**config.mk**
```make
export PLATFORM = sky130hd
export DESIGN_NAME = adder_share_arbiter
export DESIGN_NICKNAME = d
export VERILOG_FILES = /design/src/rtl/adder_share_arbiter_pkg.sv /design/src/rtl/adder_share_arbiter_rr_picker.sv /design/src/rtl/adder_share_arbiter.sv
export SDC_FILE = /design/constraint.sdc
export NUM_CORES = 1
export LEC_CHECK = 0
export ABC_AREA = 1
export CORE_MARGIN = 2
export CORE_UTILIZATION = 50
export DETAILED_ROUTE_END_ITERATION = 8
export PLACE_DENSITY = 0.84
export SYNTH_ARGS = -nofsm -noshare
export SYNTH_HDL_FRONTEND = slang
export SYNTH_HIERARCHICAL = 1
export SYNTH_SLANG_ARGS = --single-unit
export TNS_END_PERCENT = 1
```
**constraint.sdc**
```tcl
create_clock -name gclk -period 4.65 [get_ports gclk]
set_clock_uncertainty 0.1 [all_clocks]
set_input_delay 1.395 -clock gclk [delete_from_list [all_inputs] [get_ports gclk]]
set_output_delay 1.395 -clock gclk [all_outputs]
set_load 0.05 [all_outputs]
```
**src/rtl/adder_share_arbiter_pkg.sv**
```systemverilog
// Shared types and defaults for the round-robin adder-sharing arbiter.
package adder_arb_pkg;

  typedef enum logic {
    IDLE = 1'b0,
    ADD  = 1'b1
  } state_e;

  localparam int DEF_WIDTH = 2;
  localparam int DEF_NREQ  = 4;

  function automatic int idw_of(input int n);
    return (n > 1) ? $clog2(n) : 1;
  endfunction

endpackage

```
**src/rtl/adder_share_arbiter_rr_picker.sv**
```systemverilog
// Combinational round-robin picker: first set request at or after ptr, wrapping.
module rr_picker
  import adder_arb_pkg::*;
#(
  parameter int NREQ = DEF_NREQ,
  parameter int IDW  = idw_of(NREQ)
) (
  input  logic [NREQ-1:0] req,
  input  logic [IDW-1:0]  ptr,
  output logic            valid,
  output logic [IDW-1:0]  winner,
  output logic [NREQ-1:0] onehot
);

  logic [IDW-1:0] idx;

  // Scan from the farthest offset down so the nearest set bit after ptr wins last.
  always_comb begin
    valid  = |req;
    winner = '0;
    onehot = '0;
    idx    = '0;
    for (int i = NREQ - 1; i >= 0; i--) begin
      idx = ptr + IDW'(i);
      if (req[idx]) winner = idx;
    end
    if (valid) onehot[winner] = 1'b1;
  end

endmodule

```
**src/rtl/adder_share_arbiter.sv**
```systemverilog
// Arbiter FSM sharing one registered adder among NREQ requesters; returns tagged sums.
module adder_share_arbiter
  import adder_arb_pkg::*;
#(
  parameter int WIDTH = DEF_WIDTH,
  parameter int NREQ  = DEF_NREQ,
  localparam int IDW  = idw_of(NREQ)
) (
  input  logic                    gclk,
  input  logic                    resetn,
  input  logic                    en,
  input  logic [NREQ-1:0]         req,
  input  logic [NREQ*WIDTH-1:0]   op_a,
  input  logic [NREQ*WIDTH-1:0]   op_b,
  output logic [NREQ-1:0]         gnt,
  output logic                    busy,
  output logic                    done,
  output logic [IDW-1:0]          done_id,
  output logic [WIDTH:0]          sum
);

  state_e           state_q, state_d;
  logic [IDW-1:0]   ptr_q, ptr_d;
  logic [WIDTH-1:0] a_q, a_d, b_q, b_d;
  logic [IDW-1:0]   id_q, id_d;
  logic [NREQ-1:0]  gnt_q, gnt_d;
  logic             done_q, done_d;
  logic [IDW-1:0]   done_id_q, done_id_d;
  logic [WIDTH:0]   sum_q, sum_d;

  logic             pick_valid;
  logic [IDW-1:0]   pick_winner;
  logic [NREQ-1:0]  pick_onehot;

  rr_picker #(.NREQ(NREQ), .IDW(IDW)) u_picker (
    .req    (req),
    .ptr    (ptr_q),
    .valid  (pick_valid),
    .winner (pick_winner),
    .onehot (pick_onehot)
  );

  // gnt and done are pulses: they default low and are only set on the transition cycle.
  always_comb begin
    state_d   = state_q;
    ptr_d     = ptr_q;
    a_d       = a_q;
    b_d       = b_q;
    id_d      = id_q;
    gnt_d     = '0;
    done_d    = 1'b0;
    done_id_d = done_id_q;
    sum_d     = sum_q;
    case (state_q)
      IDLE: begin
        if (en && pick_valid) begin
          a_d     = op_a[int'(pick_winner)*WIDTH +: WIDTH];
          b_d     = op_b[int'(pick_winner)*WIDTH +: WIDTH];
          id_d    = pick_winner;
          gnt_d   = pick_onehot;
          ptr_d   = pick_winner + IDW'(1);
          state_d = ADD;
        end
      end
      ADD: begin
        sum_d     = {1'b0, a_q} + {1'b0, b_q};
        done_id_d = id_q;
        done_d    = 1'b1;
        state_d   = IDLE;
      end
      default: state_d = IDLE;
    endcase
  end

  always_ff @(posedge gclk or negedge resetn) begin
    if (!resetn) begin
      state_q   <= IDLE;
      ptr_q     <= '0;
      a_q       <= '0;
      b_q       <= '0;
      id_q      <= '0;
      gnt_q     <= '0;
      done_q    <= 1'b0;
      done_id_q <= '0;
      sum_q     <= '0;
    end else begin
      state_q   <= state_d;
      ptr_q     <= ptr_d;
      a_q       <= a_d;
      b_q       <= b_d;
      id_q      <= id_d;
      gnt_q     <= gnt_d;
      done_q    <= done_d;
      done_id_q <= done_id_d;
      sum_q     <= sum_d;
    end
  end

  assign gnt     = gnt_q;
  assign done    = done_q;
  assign done_id = done_id_q;
  assign sum     = sum_q;
  assign busy    = (state_q == ADD);

endmodule

```
==> results of run 1 <==
==> registers in the layout (all words and copies together), names as in the netlist <==
signal,cells
ptr_q,2
b_q,2
busy,1
a_q,2
done,1
gnt,4
sum,3
id_q,2
done_id,2
==> layer usage <==
metal	part of all wire, %	up-vias	global-route usage [%]
met4	1.5	0	6.58
met2	49	53	35.0
met3	7.6	6	2.30
li1	-	558	-
met5	0	-	0
met1	42	469	25.6
==> per-stage QoR <==
stage          power (uW)  util [%]  setup slack [ps]  cell area (um2)  hold WS (ps)
3_3_place_gp          946      68.5              1330             1500           352
4_1_cts              1060      69.7              1490             1530           384
5_1_grt              1150      69.7              1260             1530           410
3_5_place_dp          974      68.5              1190             1500           361
2_1_floorplan         814         -              1970             1150           349
6_report             1060      69.7              1430             1530           381
==> worst min-delay path by stage <==
stage          cells after the start          to  startpoint  slack [ps]
2_1_floorplan                      2      a_q[1]      a_q[1]         350
3_3_place_gp                       2  done_id[0]  done_id[0]         350
3_5_place_dp                       2  done_id[1]  done_id[1]         360
4_1_cts                            2  done_id[1]  done_id[1]         380
5_1_grt                            2     id_q[0]     id_q[0]         410
6_report                           2  done_id[1]  done_id[1]         380
==> power groups by stage <==
stage | combinational [uW] | clock (uW) | sequential, uW
after floorplan | 427 | 0 | 387
after global placement | 669 | 0 | 277
after detailed placement | 695 | 0 | 279
after CTS | 699 | 79.7 | 276
after global routing | 784 | 86.3 | 284
final | 707 | 77.2 | 276
==> placed cells by master (no fill, tap or decap), types with 2 or more instances in the layout <==
cell,Yosys,routed
clkbuf_4,0,3
nand3_2,2,2
inv_1,31,31
o21ai_1,2,2
o21ai_0,6,6
dfrtp_1,19,19
inv_2,5,5
clkdlybuf4s50_1,0,33
nor2_1,7,7
nand2_2,6,6
nor2_2,2,2
nand2_1,61,61
nand3_1,11,11
==> critical path, delay by kind of cell <==
| kind | cells | cell delay, ps |
|---|---|---|
| buffers and inverters | 4 | 910 |
| AOI/OAI and AO/OA | 1 | 280 |
| and+or+nand+nor | 10 | 770 |
==> area by class of cell <==
| type | count | area [um2] | share of cell area (%) |
|---|---|---|---|
| Tap cell | 28 | 35.0 | 2.30 |
| Inverter | 37 | 141 | 9.26 |
| Clock buffer | 4 | 26.3 | 1.72 |
| Multi-Input combinational cell | 106 | 518 | 33.9 |
| Sequential cell | 19 | 475 | 31.1 |
| Timing Repair Buffer | 33 | 330 | 21.6 |
==> logic make-up (layout without fill, tap and decap cells) <==
| family | Yosys count | count (layout) |
|---|---|---|
| AOI/OAI and AO/OA | 12 | 12 |
| xor gates and xnor gates | 1 | 1 |
| adders and majority gates | 2 | 2 |
| buffers and inverters | 39 | 74 |
| DFF | 19 | 19 |
| and+or+nand+nor | 91 | 91 |
==> results.cfg, run 1 <==
[critical_path]
crit_end = b_q[0]
slowest_stage = clkdlybuf4s50_1
path_cells = clkdlybuf4s50_1 > inv_1 > o21ai_0 > nand2_2 > nand3_2 > nand2_1 > nand2_1 > nand2_2 > inv_2 > inv_1 > nand2_1 > nand3_1 > nand2_1 > nand2_1 > nand2_1
cp_common_cell = nand2_1
worstPathMaxFanout = 12
worstSetupPathType = in2reg
cp_data_required_time_ps = 4780
cp_slowest_stage_delay_ps = 470
timing.critical_path.from = req[3]
worst_ep_arrival_time_ps = 3350
worst-r2r-cell-count = 13
r2r_end = b_q[0]
endpoint_kind = flop
regToRegSetupSlack_ps = 2520
reg2reg_from = ptr_q[0]
startpoint_type = input pin

[sta]
fmax_ghz = 0.310
grt_setup_unrepaired = no
worst_slew_pin_slew_ps = 792
min_period_ps = 3220
final-setup-viol-count = 0
relSlewSlack_pct = 47.0
setup-tns-final_ps = 0
drv_slew = 0
period_share_pct = 69.3
hold_violations = 0

[route]
first_pass_iters = 4
drcViolationCount = 0
routed_wirelength_mm = 2.33
drt_iter0_markers = 26
ant_nets = 0
post_drt_wl_per_cell_um = 10.3
via_per_inst = 4.78
vias = 1086

[cts]
ctsHoldBuffers = 0
cts_buffers = 3
cts_setup_buffers = 0
cts-root-buf = clkbuf_4
ctsResizeCount = 0
htree_levels = 1
clk_pin_slew_ps = 100
clk_path_buf_depth = 2
clock_sinks = 19
insertion_delay_ps = 280
cts_tree = built

[placed_design]
dp_hpwl_mm = 1.86
placed_cells = 223
port_buffers = 33
place_congestion = 0.857

[finish]
synthToLayoutAreaGrowth_pct = 32.3
drive_above_1_share_pct = 11.1
antenna_cells = 0
fin_nets = 225
instances_no_fill = 227
fillers = 185

[synthesis]
synth.area.mux_share_pct = 0
yosys.cell_count.top_type = nand2_1
ys_seq_elements = 19
synth_top_family_by_area = simple AND/OR/NAND/NOR gates
synth-simple-area-share_pct = 35.0
synth_compound_area_share_pct = 6.29
synth_fa_ha_area_share_pct = 2.82
synth_cell_types = 23
synth_common_cells = nand2_1 (61), inv_1 (31), dfrtp_1 (19), nand3_1 (11), nor2_1 (7)
synth_edf_count = 0
syn_avg_cell_area_um2 = 7.03
yosysSeqAreaShare_pct = 41.2
async_flop_share_pct = 100
yosysTopAreaCell = dfrtp_1
synth_nets = 189
yosysWarnings = 6
synthXorXnorAreaFrac_pct = 0.759
syn_area_mm2 = 0.00115
ys_top_cells_by_area = dfrtp_1 (41%), nand2_1 (20%), inv_1 (10%), nand3_1 (4.8%), nand2_2 (3.3%)
synth_cells = 164
ys.flop_type = dfrtp_1
synth_top_area_share_pct = 41.2

[floorplan]
rows = 17
initial_core_util_pct = 52.7
top_level_ports = 34
die_h_um = 52.0
core_region_area_mm2 = 0.00219
dieArea_mm2 = 0.00271
die_w_um = 52.0

[pwr]
p_int_uw = 505
p_clk_share_pct = 7.3
ir_drop_uv = 398
netSwitchingPower_uw = 555
swShare_pct = 52.4
power_per_cell_area_mw_per_mm2 = 695
power.static_leakage_uw = 0.000827
combPwrFrac_pct = 66.7
power_frac_seq_pct = 26.1

[outcome]
status = completed

[worst_hold_path]
hp-class = reg2reg

[global_route]
track_usage_pct = 20.0
antenna_found_initial = 0
grt.overflow.total = 0
grt_max_degree = 20
grt_pass1_wl_mm = 4.17
grt_pass1_vias = 1017

[flow_run]
max_cap_violations = 0
Power figures use the tool's default switching activity.
==> run 2: changes to the inputs <==
--- a/config.mk
+++ b/config.mk
@@ -7,9 +7,9 @@
 export LEC_CHECK = 0
 export ABC_AREA = 1
 export CORE_MARGIN = 2
-export CORE_UTILIZATION = 50
+export CORE_UTILIZATION = 42
 export DETAILED_ROUTE_END_ITERATION = 8
-export PLACE_DENSITY = 0.84
+export PLACE_DENSITY = 0.75
 export SYNTH_ARGS = -nofsm -noshare
 export SYNTH_HDL_FRONTEND = slang
 export SYNTH_HIERARCHICAL = 1
==> constraint.sdc (replaced) <==
create_clock -name gclk -period 2.7 [get_ports gclk]
set_clock_uncertainty 0.1 [all_clocks]
set_input_delay 0.81 -clock gclk [delete_from_list [all_inputs] [get_ports gclk]]
set_output_delay 0.81 -clock gclk [all_outputs]
set_load 0.05 [all_outputs]
==> run 2 against run 1 <==
Compared with the run above:
- sequential share of layout area is 0.55 points lower
- combinational power is 74% higher
- design area is 1.8% higher
- utilization is 12 points lower
- global-route usage is 3.9 points lower
==> results.cfg, run 2 (same netlist as run 1, synthesis figures left out) <==
[outcome]
status = completed

[critical_path]
path_cells = clkdlybuf4s50_1
crit_end = busy
endpoint_kind = output pin
reg2reg_from = ptr_q[0]
cp_data_required_time_ps = 1790
worst-r2r-cell-count = 16
timing.critical_path.from = busy
r2r_end = b_q[1]
startpoint_type = flop
worstPathMaxFanout = 6
regToRegSetupSlack_ps = 730
worstSetupPathType = reg2out
worst_ep_arrival_time_ps = 1590
crit_buf_inv = 1
crit_family = buffers and inverters
slowest_stage = clkdlybuf4s50_1
cp_slowest_stage_delay_ps = 840
crit_cells = 1

[finish]
multiInputGateArea_um2 = 518
seqCellArea_um2 = 475
layout_common_cells = nand2_1 (61), clkdlybuf4s50_1 (33), inv_1 (31)
antenna_cells = 0
postLayoutCoreUtil_pct = 57.8
fillers = 239
synthToLayoutAreaGrowth_pct = 34.7
largest_reg_flops = 4
fin_nets = 228
final_common_cell = nand2_1
instances_no_fill = 233
drive_above_1_share_pct = 12.9

[sta]
hold_violations = 0
relSlewSlack_pct = 66.4
fmax_ghz = 0.400
period_share_pct = 92.5
worst_slack_ps = 202
worst_slew_pin_slew_ps = 502
setup-tns-final_ps = 0
drv_slew = 0
final-setup-viol-count = 0
min_period_ps = 2500
grt_setup_unrepaired = no

[route]
via_per_inst = 4.64
drcViolationCount = 0
drt_iter0_markers = 36
post_drt_wl_per_cell_um = 9.78
routed_wirelength_mm = 2.28
ant_nets = 0
first_pass_iters = 4
vias = 1082

[global_route]
antenna_found_initial = 0
grt_pass1_vias = 993
grt_pass1_wl_mm = 4.15
grt.overflow.total = 0
grt_max_degree = 20
track_usage_pct = 16.1

[cts]
cts_buffers = 3
ctsHoldBuffers = 0
ctsResizeCount = 0
cts_setup_buffers = 0
insertion_delay_ps = 300
htree_levels = 1
clock_sinks = 19
clk_path_buf_depth = 2
cts_tree = built
cts-root-buf = clkbuf_4
clk_pin_slew_ps = 110

[placed_design]
pre_cts_ws_ps = -47.8
place_congestion = 0.859
placed_cells = 229
port_buffers = 33
dp_hpwl_mm = 1.87

[pwr]
power_per_cell_area_mw_per_mm2 = 1190
finalPower_uw = 1850
power.static_leakage_uw = 0.000844
ir_drop_uv = 698

[floorplan]
die_h_um = 56.4
die_w_um = 56.4
dieArea_mm2 = 0.00318
top_level_ports = 34
core_region_area_mm2 = 0.00269
rows = 19
initial_core_util_pct = 42.9

[worst_hold_path]
hp-class = reg2reg

[flow_run]
max_cap_violations = 0
[run 2: metrics by stage]
| step | hold WS, ps | cell area, um2 |
|---|---|---|
| 2_1_floorplan | 349 | 1150 |
| 3_3_place_gp | 356 | 1530 |
| 3_5_place_dp | 361 | 1530 |
| 4_1_cts | 383 | 1550 |
| 5_1_grt | 410 | 1550 |
| 6_report | 378 | 1550 |
[run 2: worst min path at each step]
stage                from         end  slack, ps  cells after the start
4_1_cts            sum[0]      sum[0]        380                      2
3_3_place_gp   done_id[1]  done_id[1]        360                      2
6_report       done_id[1]  done_id[1]        380                      2
3_5_place_dp       sum[0]      sum[0]        360                      2
2_1_floorplan      a_q[1]      a_q[1]        350                      2
5_1_grt           id_q[0]  done_id[0]        410                      2
[run 2: area by class of cell]
cell class | count | share of cell area (%)
multi-input cells | 106 | 33.3
well taps | 31 | 2.50
flip-flops and latches | 19 | 30.6
repair buffers | 36 | 22.7
inverters | 37 | 9.10
clock buffers | 3 | 1.45
clock inverters | 1 | 0.322
[run 2: routing by layer]
metal  track usage [%]  share of wire (%)  vias up
li1                  -                  -      563
met1              20.5                 45      457
met2              27.6                 47       56
met3              1.84                6.2        6
met4              7.14                1.6        0
met5                 0                  0        -
[run 2: worst min-delay path: cells and delay by family (launching register included)]
family / cells / cell delay [ps]
flops: 1 / 360
simple gates: 2 / 90
[run 2: power by group]
part / internal (uW) / switching (uW) / leakage [uW]
Sequential: 398 / 78.6 / 0.000241
Clock: 55.3 / 85.7 / 0.0000177
Combinational: 454 / 778 / 0.000585
Total: 907 / 942 / 0.000844
==> run 3: changes to the inputs <==
--- a/config.mk
+++ b/config.mk
@@ -7,9 +7,12 @@
 export LEC_CHECK = 0
 export ABC_AREA = 1
 export CORE_MARGIN = 2
-export CORE_UTILIZATION = 42
+export CORE_UTILIZATION = 58
+export CTS_BUF_LIST = sky130_fd_sc_hd__clkbuf_4 sky130_fd_sc_hd__clkbuf_8
 export DETAILED_ROUTE_END_ITERATION = 8
-export PLACE_DENSITY = 0.75
+export DONT_BUFFER_PORTS = 1
+export PLACE_DENSITY = 0.76
+export SKIP_LAST_GASP = 1
 export SYNTH_ARGS = -nofsm -noshare
 export SYNTH_HDL_FRONTEND = slang
 export SYNTH_HIERARCHICAL = 1
==> run 3 against run 2 <==
Compared with the run above:
- critical path depth is 14 higher
- clock power barely moved
- sequential share of layout area up 9.2 points
- via count down 11%
- cell count is 17% lower
- register-to-register slack got worse by 70 ps
- design area decreased by 23%
- flip-flop and latch count is the same
- count of clock-buffer cells in the layout unchanged
- worst hold slack lost 280 ps
- sequential power grew 43%
- largest power group unchanged
==> results.cfg, run 3 (same netlist as run 1, synthesis figures left out) <==
[sta]
grt_setup_unrepaired = no
period_share_pct = 75.5
setup-tns-final_ps = 0
final-setup-viol-count = 0
fmax_ghz = 0.491
min_period_ps = 2040
relSlewSlack_pct = 60.6
drv_slew = 0
hold_violations = 0
worst_slack_ps = 663
worst_slew_pin_slew_ps = 591

[cts]
cts_setup_buffers = 0
clk_pin_slew_ps = 100
clk_path_buf_depth = 2
clock_sinks = 19
ctsHoldBuffers = 0
insertion_delay_ps = 290
htree_levels = 1
cts_buffers = 3
cts_tree = built
cts-root-buf = clkbuf_4
ctsResizeCount = 0

[critical_path]
cp_slowest_stage_delay_ps = 520
worstSetupPathType = reg2reg
crit_buf_inv = 4
path_cells = inv_2 > nand2_2 > nand2_2 > o21ai_1 > inv_1 > nand2_1 > nand2_1 > nand2_2 > inv_2 > inv_1 > nand2_1 > nand3_1 > nand2_1 > nand2_1 > nand2_1
startpoint_type = flop
worstPathMaxFanout = 12
slowest_stage = dfrtp_1
endpoint_kind = flop
crit_family = simple AND/OR/NAND/NOR gates
cp_data_required_time_ps = 2790
worst_ep_arrival_time_ps = 2130
cp_common_cell = nand2_1

[floorplan]
core_region_area_mm2 = 0.00192
rows = 16
top_level_ports = 34
dieArea_mm2 = 0.00236
die_h_um = 48.6
initial_core_util_pct = 60.0
die_w_um = 48.6

[finish]
largest_reg_flops = 4
multiInputGateArea_um2 = 518
antenna_cells = 0
layout_common_cells = nand2_1 (61), inv_1 (31), dfrtp_1 (19)
seqCellArea_um2 = 475
fillers = 180
synthToLayoutAreaGrowth_pct = 3.69
drive_above_1_share_pct = 13.9
fin_nets = 192
fin_area_mm2 = 0.00120
final_common_cell = nand2_1

[route]
drt_iter0_markers = 21
first_pass_iters = 4
vias = 967
via_per_inst = 5.01
routed_wirelength_mm = 1.99
post_drt_wl_per_cell_um = 10.3
drcViolationCount = 0
ant_nets = 0

[placed_design]
dp_hpwl_mm = 1.57
place_congestion = 0.845
placed_cell_area_mm2 = 0.00117
port_buffers = 0
pre_cts_ws_ps = 395

[global_route]
grt_pass1_vias = 801
antenna_found_initial = 0
grt_max_degree = 20
grt_pass1_wl_mm = 3.28
track_usage_pct = 18.0
grt.overflow.total = 0

[pwr]
power.static_leakage_uw = 0.000704
power_per_cell_area_mw_per_mm2 = 1390
finalPower_uw = 1660
ir_drop_uv = 966

[flow_run]
max_cap_violations = 0

[worst_hold_path]
hp-class = in2async

[outcome]
status = completed
-- run 3: cell types whose count changed in the layout (fill, tap and decap cells not counted), sizes merged --
cell / delta
clkdlybuf4s50: -33
buf: -3
-- run 3: routing by layer --
| metal | track usage (%) | share of wire, % |
|---|---|---|
| met4 | 11.4 | 1.8 |
| met1 | 23.9 | 45 |
| met3 | 2.47 | 4.5 |
| met2 | 27.8 | 49 |
| met5 | 0 | 0 |
-- run 3: worst paths after layout --
kind / startpoint / endpoint / slack (ps) / cells after the start
min in group gclk: id_q[1] / done_id[1] / 400 / 2
max: ptr_q[0] / a_q[1] / 660 / 15
min: resetn / gnt[1] / 100 / 0
max in group asynchronous: resetn / b_q[1] / 2330 / 0
max reg2reg: ptr_q[0] / a_q[1] / 660 / 15
min reg2reg: id_q[1] / done_id[1] / 400 / 2
-- run 3: area by class of cell --
| cell class | instances | share of cell area [%] |
|---|---|---|
| Clock buffer | 3 | 1.88 |
| Clock inverter | 1 | 0.418 |
| Inverter | 37 | 11.8 |
| Multi-Input combinational cell | 106 | 43.3 |
| Sequential cell | 19 | 39.7 |
| Tap cell | 27 | 2.82 |
-- run 3: stage by stage --
step | utilization (%) | hold WS [ps] | cells
after global routing | 62.2 | 67.2 | 193
after CTS | 62.2 | 91.0 | 193
after floorplan | - | 349 | 164
after detailed placement | 60.8 | 369 | 189
after global placement | 60.8 | 363 | 189
final | 62.2 | 97.4 | 193
-- run 3: power breakdown --
part	leakage [uW]	switching, uW	internal [uW]
Combinational	0.000445	546	296
Clock	0.0000177	83.8	55.0
Sequential	0.000241	288	395
-- run 3: worst reg2reg max path, delay by kind of cell, from the launching register on --
kind / cells / cell delay (ps)
flops: 1 / 520
simple gates: 10 / 660
buf+inv: 4 / 500
compound gates: 1 / 150
